<file path="config.mk">
export PLATFORM = sky130hd
export DESIGN_NAME = airlock_sequencer
export DESIGN_NICKNAME = d
export VERILOG_FILES = /design/src/rtl/airlock_sequencer_pkg.sv /design/src/rtl/airlock_sequencer_dwell_timer.sv /design/src/rtl/airlock_sequencer.sv
export SDC_FILE = /design/constraint.sdc
export NUM_CORES = 1
export LEC_CHECK = 0
export CAP_MARGIN = 20
export CORE_MARGIN = 1
export CORE_UTILIZATION = 50
export CTS_CLUSTER_DIAMETER = 120
export DETAILED_ROUTE_END_ITERATION = 7
export MAX_ROUTING_LAYER = met4
export PLACE_DENSITY = 0.71
export SYNTH_ARGS = -nofsm -noshare
export SYNTH_HDL_FRONTEND = slang
export SYNTH_SLANG_ARGS = --single-unit
</file>
<file path="constraint.sdc">
create_clock -name clock -period 2.9 [get_ports clock]
set_input_delay 0.58 -clock clock [delete_from_list [all_inputs] [get_ports clock]]
set_output_delay 0.58 -clock clock [all_outputs]
set_load 0.02 [all_outputs]
</file>
<file path="src/rtl/airlock_sequencer_pkg.sv">
// Shared types for the bay airlock sequencer: state encoding, actuator bundle
// and the Moore output decode.
package airlock_sequencer_pkg;

    localparam int PUMP_CYCLES_DEF = 8;
    localparam int DOOR_CYCLES_DEF = 2;
    localparam int TIMEOUT_DEF     = 32;

    typedef enum logic [3:0] {
        ST_RST_HOLD   = 4'd0,
        ST_RECOVER    = 4'd1,
        ST_IDLE       = 4'd2,
        ST_EVAC_ARR   = 4'd3,
        ST_EVAC_DEP   = 4'd4,
        ST_OPEN_ARR   = 4'd5,
        ST_OPEN_DEP   = 4'd6,
        ST_CLOSE_ARR  = 4'd7,
        ST_CLOSE_DEP  = 4'd8,
        ST_PRESS_ARR  = 4'd9,
        ST_PRESS_DEP  = 4'd10,
        ST_INNER_OPEN = 4'd11,
        ST_ABORT      = 4'd12
    } state_e;

    typedef struct packed {
        logic outer_door;
        logic inner_door;
        logic pump_out;
        logic pump_in;
        logic pressurized;
        logic busy;
        logic fault;
    } act_t;

    function automatic int max3(input int a, input int b, input int c);
        int m;
        m = (a > b) ? a : b;
        return (m > c) ? m : c;
    endfunction

    // RST_HOLD decodes to all-zero, so busy is cleared there as well as in IDLE.
    function automatic act_t decode(input state_e s);
        act_t a;
        a = '0;
        a.busy = (s != ST_IDLE) && (s != ST_RST_HOLD);
        case (s)
            ST_RECOVER, ST_PRESS_ARR, ST_PRESS_DEP: a.pump_in    = 1'b1;
            ST_EVAC_ARR, ST_EVAC_DEP:               a.pump_out   = 1'b1;
            ST_OPEN_ARR, ST_OPEN_DEP:               a.outer_door = 1'b1;
            ST_INNER_OPEN:                          a.inner_door = 1'b1;
            ST_IDLE:                                a.pressurized = 1'b1;
            ST_ABORT:                               a.fault      = 1'b1;
            default:                                ;
        endcase
        return a;
    endfunction

endpackage

</file>
<file path="src/rtl/airlock_sequencer_dwell_timer.sv">
// Down-counting dwell timer: load sets the count, done flags a count of zero.
module dwell_timer #(
    parameter int W = 4
) (
    input  logic         clock,
    input  logic         reset,
    input  logic         load,
    input  logic [W-1:0] loadValue,
    output logic         done
);

    logic [W-1:0] count;

    always_ff @(posedge clock or negedge reset) begin
        if (!reset)
            count <= '0;
        else if (load)
            count <= loadValue;
        else if (count != '0)
            count <= count - 1'b1;
    end

    assign done = (count == '0);

endmodule

</file>
<file path="src/rtl/airlock_sequencer.sv">
// Moore FSM sequencing the bay airlock doors and pumps around ship presence,
// with timed dwell phases so vacuum and station side are never joined.
module airlock_sequencer
    import airlock_sequencer_pkg::*;
#(
    parameter int PUMP_CYCLES = PUMP_CYCLES_DEF,
    parameter int DOOR_CYCLES = DOOR_CYCLES_DEF,
    parameter int TIMEOUT     = TIMEOUT_DEF
) (
    input  logic clock,
    input  logic reset,
    input  logic arriving,
    input  logic departing,
    input  logic shipDocked,
    output logic outerDoor,
    output logic innerDoor,
    output logic pumpOut,
    output logic pumpIn,
    output logic pressurized,
    output logic busy,
    output logic fault
);

    localparam int TW = $clog2(max3(PUMP_CYCLES, DOOR_CYCLES, TIMEOUT)) + 1;

    state_e        state_q;
    state_e        state_nx;
    act_t          act_q;
    logic          tmr_done;
    logic          tmr_load;
    logic [TW-1:0] tmr_val;

    always_comb begin
        state_nx = state_q;
        case (state_q)
            ST_RST_HOLD:   state_nx = ST_RECOVER;
            ST_RECOVER:    if (tmr_done) state_nx = ST_IDLE;
            ST_IDLE: begin
                if (departing && shipDocked)
                    state_nx = ST_EVAC_DEP;
                else if (arriving && !shipDocked)
                    state_nx = ST_EVAC_ARR;
            end
            ST_EVAC_ARR:   if (tmr_done) state_nx = ST_OPEN_ARR;
            ST_EVAC_DEP:   if (tmr_done) state_nx = ST_OPEN_DEP;
            // Normal exit is tested before expiry so it wins on a shared edge.
            ST_OPEN_ARR: begin
                if (shipDocked)     state_nx = ST_CLOSE_ARR;
                else if (tmr_done)  state_nx = ST_ABORT;
            end
            ST_OPEN_DEP: begin
                if (!shipDocked)    state_nx = ST_CLOSE_DEP;
                else if (tmr_done)  state_nx = ST_ABORT;
            end
            ST_CLOSE_ARR:  if (tmr_done) state_nx = ST_PRESS_ARR;
            ST_CLOSE_DEP:  if (tmr_done) state_nx = ST_PRESS_DEP;
            ST_PRESS_ARR:  if (tmr_done) state_nx = ST_INNER_OPEN;
            ST_PRESS_DEP:  if (tmr_done) state_nx = ST_IDLE;
            ST_INNER_OPEN: if (tmr_done) state_nx = ST_IDLE;
            ST_ABORT:      state_nx = ST_CLOSE_DEP;
            default:       state_nx = ST_RST_HOLD;
        endcase
    end

    // The timer is reloaded with N-1 on the same edge the new state is entered.
    always_comb begin
        tmr_val = '0;
        case (state_nx)
            ST_RECOVER, ST_EVAC_ARR, ST_EVAC_DEP, ST_PRESS_ARR, ST_PRESS_DEP:
                tmr_val = TW'(PUMP_CYCLES - 1);
            ST_CLOSE_ARR, ST_CLOSE_DEP, ST_INNER_OPEN:
                tmr_val = TW'(DOOR_CYCLES - 1);
            ST_OPEN_ARR, ST_OPEN_DEP:
                tmr_val = TW'(TIMEOUT - 1);
            default:
                tmr_val = '0;
        endcase
    end

    assign tmr_load = (state_nx != state_q);

    dwell_timer #(
        .W (TW)
    ) u_timer (
        .clock     (clock),
        .reset     (reset),
        .load      (tmr_load),
        .loadValue (tmr_val),
        .done      (tmr_done)
    );

    always_ff @(posedge clock or negedge reset) begin
        if (!reset) begin
            state_q <= ST_RST_HOLD;
            act_q   <= '0;
        end else begin
            state_q <= state_nx;
            act_q   <= decode(state_nx);
        end
    end

    assign outerDoor   = act_q.outer_door;
    assign innerDoor   = act_q.inner_door;
    assign pumpOut     = act_q.pump_out;
    assign pumpIn      = act_q.pump_in;
    assign pressurized = act_q.pressurized;
    assign busy        = act_q.busy;
    assign fault       = act_q.fault;

endmodule

</file>
==> qor.yml <==
rsz0062_at_grt: "false"
hold_viol: 0
min_path_type: "reg2reg"
grt-ovfl-total: 0
track_usage_pct: 22.3
setup_tns_ns: 0
slowest_delay_ns: 0.41
worst_pin_slew_ns: 0.734
io_pins: 12
synth_top_family_by_area: "simple AND/OR/NAND/NOR gates"
synth-simple-area-share_pct: 23.8
start_util_pct: 53.9
final_common_cell: "dfrtp_1"
skew_ns: 0.00430
most-common-layout-cells: "dfrtp_1 (17), nand2_1 (16), nor2_1 (14), clkdlybuf4s50_1 (11)"
area_growth_pct: 12.3
dp_hpwl_um: 1790
cts.sinks: 17
yosys.area.top_type: "dfrtp_1"
setup_viol: 0
start_kind: "flip-flop"
drc: 0
synthArstFlopShare_pct: 100
synthTopCellsByArea: "dfrtp_1 (35%), ha_1 (6.2%), mux2i_1 (5.8%)"
grt_pass1_vias: 980
synth_top_cell_area_share_pct: 35.0
die_h_um: 51.3
multi_input_area_um2: 707
synth.avg_cell_area_um2: 8.50
min_period_over_period_pct: 91.1
ant_nets: 0
slew_violations: 0
cts-resized-gates: 0
antennaDiodeCount: 0
crit_family: "simple AND/OR/NAND/NOR gates"
fill_cells: 212
post_drt_via_cell_ratio: 5.64
dieArea_mm2: 0.00263
cts_tree: "built"
seqCellArea_um2: 425
max-slew-margin-rel_pct: 50.9
finalNetCount: 164
whs_ns: 0.586
cts_setup_buffers: 0
utilization_pct: 60.5
die_w_um: 51.3
synth_cells: 143
ys_types: 37
cp.required_ns: 3.09
rows: 17
max_cap_viol_count: 0
clock_latency_ns: 0.30
criticalPathCategory: "reg2reg"
path_buf_inv: 1
grt_max_degree: 18
synth-edff-count: 0
drt_iter0_drc: 20
power.density_mw_per_mm2: 1270
min_period_ns: 2.64
fmax_mhz: 379
antenna_found_initial: 0
max-vdd-ir-drop_v: 0.000767
worstSetupEndpointType: "flip-flop"
path_max_fanout: 6
netlist_area_mm2: 0.00121
numPortBuffers: 11
synth_xor_area_share_pct: 3.60
synthAdderAreaFrac_pct: 6.18
synth_ff_type: "dfrtp_1"
synth_seq_cells: 17
clockBufferDepth: 2
place_congestion: 0.898
cts_root_buf: "clkbuf_4"
p_leak_uw: 0.000624
status: "complete, no violations"
muxShareOfSynthArea_pct: 5.77
clk_pin_slew_ns: 0.10
cp_slowest_cell: "dfrtp_1"
crit_chain: "inv_1, ha_1, nand2b_1, nor2_1, a21oi_1, o21ai_0, and3_1, ha_1, mux2i_1, a2bb2oi_1, mux2i_1"
yosysSeqAreaShare_pct: 35.0
core_mm2: 0.00225
dr_total_vias: 1015
arrival_ns: 2.83
synth_compound_area_share_pct: 18.8
drive_above_1_share_pct: 7.24
h-tree-depth: 1
cts_made_buffers: 3
totalWireLength_um: 2440
first_pass_iters: 4
wl_per_cell_um: 13.5
mappedNetlistNets: 154
grt_first_pass_wirelength_um: 4200
yosys_warnings: 0
cts_hold_buf: 0
==> worst reg2reg max path, stage by stage (launching register included) <==
cell,delay (ns)
dfrtp_1,0.41
inv_1,0.09
ha_1,0.25
nand2b_1,0.21
nor2_1,0.18
a21oi_1,0.08
o21ai_0,0.29
and3_1,0.27
ha_1,0.26
mux2i_1,0.15
a2bb2oi_1,0.23
mux2i_1,0.10
==> routing by layer <==
| layer | part of all wire [%] | global-route usage (%) |
|---|---|---|
| met1 | 46 | 27.7 |
| met3 | 3.8 | 2.98 |
| met5 | 0 | - |
| met2 | 48 | 35.1 |
| met4 | 2.5 | 12.2 |
==> Yosys cell counts, types with 2 or more instances <==
| cell type | count |
|---|---|
| inv_1 | 9 |
| ha_1 | 6 |
| nand2_1 | 16 |
| and3_1 | 3 |
| xnor2_1 | 2 |
| o21a_1 | 2 |
| xor2_1 | 3 |
| o21ai_0 | 9 |
| nor3_1 | 7 |
| clkbuf_1 | 7 |
| o211ai_1 | 2 |
| dfrtp_1 | 17 |
| nor2_1 | 14 |
| mux2i_1 | 7 |
| buf_6 | 2 |
| nand2b_1 | 4 |
| nor2b_1 | 5 |
| a21oi_1 | 9 |
==> state kept, by name, summed over array words and instances, names as in the netlist <==
| register | cells |
|---|---|
| outerDoor | 1 |
| pumpOut | 1 |
| pressurized | 1 |
| u_timer.count | 6 |
| busy | 1 |
| pumpIn | 1 |
| state_q | 4 |
| fault | 1 |
| innerDoor | 1 |
==> worst paths after layout <==
check / from / to / slack, ns / cells after the start
worst max-delay path: u_timer.count[0] / u_timer.count[1] / 0.26 / 11
worst min-delay path: u_timer.count[5] / u_timer.count[5] / 0.59 / 2
worst max register to register: u_timer.count[0] / u_timer.count[1] / 0.26 / 11
worst min register to register: u_timer.count[5] / u_timer.count[5] / 0.59 / 2
max in group asynchronous: reset / pumpIn / 1.74 / 1
min in group asynchronous: reset / outerDoor / 0.70 / 1
==> final cells by class <==
type                    instances  area share, %
multi-input cells             108           51.8
flip-flops and latches         17           31.2
repair buffers                 14           9.72
well taps                      28           2.57
inverters                       9           2.48
clock buffers                   3           1.65
clock inverters                 1          0.550
==> power breakdown <==
part	leakage [µW]	total (µW)	switching (µW)	internal, µW
clock network	0.0000139	133	80.3	52.7
logic	0.000395	1120	623	500
registers	0.000215	470	133	337
==> per-stage QoR <==
step | std cells | total power (µW) | cell area (µm²) | setup WS [ns]
2_1_floorplan | 143 | 1360 | 1210 | 0.499
6_report | 180 | 1730 | 1360 | 0.258
3_5_place_dp | 176 | 1600 | 1330 | 0.0169
5_1_grt | 180 | 1900 | 1360 | 0.0368
4_1_cts | 180 | 1740 | 1360 | 0.292
3_3_place_gp | 176 | 1570 | 1330 | 0.112
==> kinds of logic (layout without fill, tap and decap cells) <==
kind of cell             count (synthesis)  in the layout
AND/OR/NAND/NOR                         56             56
flip-flops                              17             17
AO/OA/AOI/OAI                           34             34
adder cells (fa/ha/maj)                  6              6
multiplexers                             7              7
XOR/XNOR                                 5              5
buffers and inverters                   18             27
Note: power is estimated with default switching activity, not from simulation.
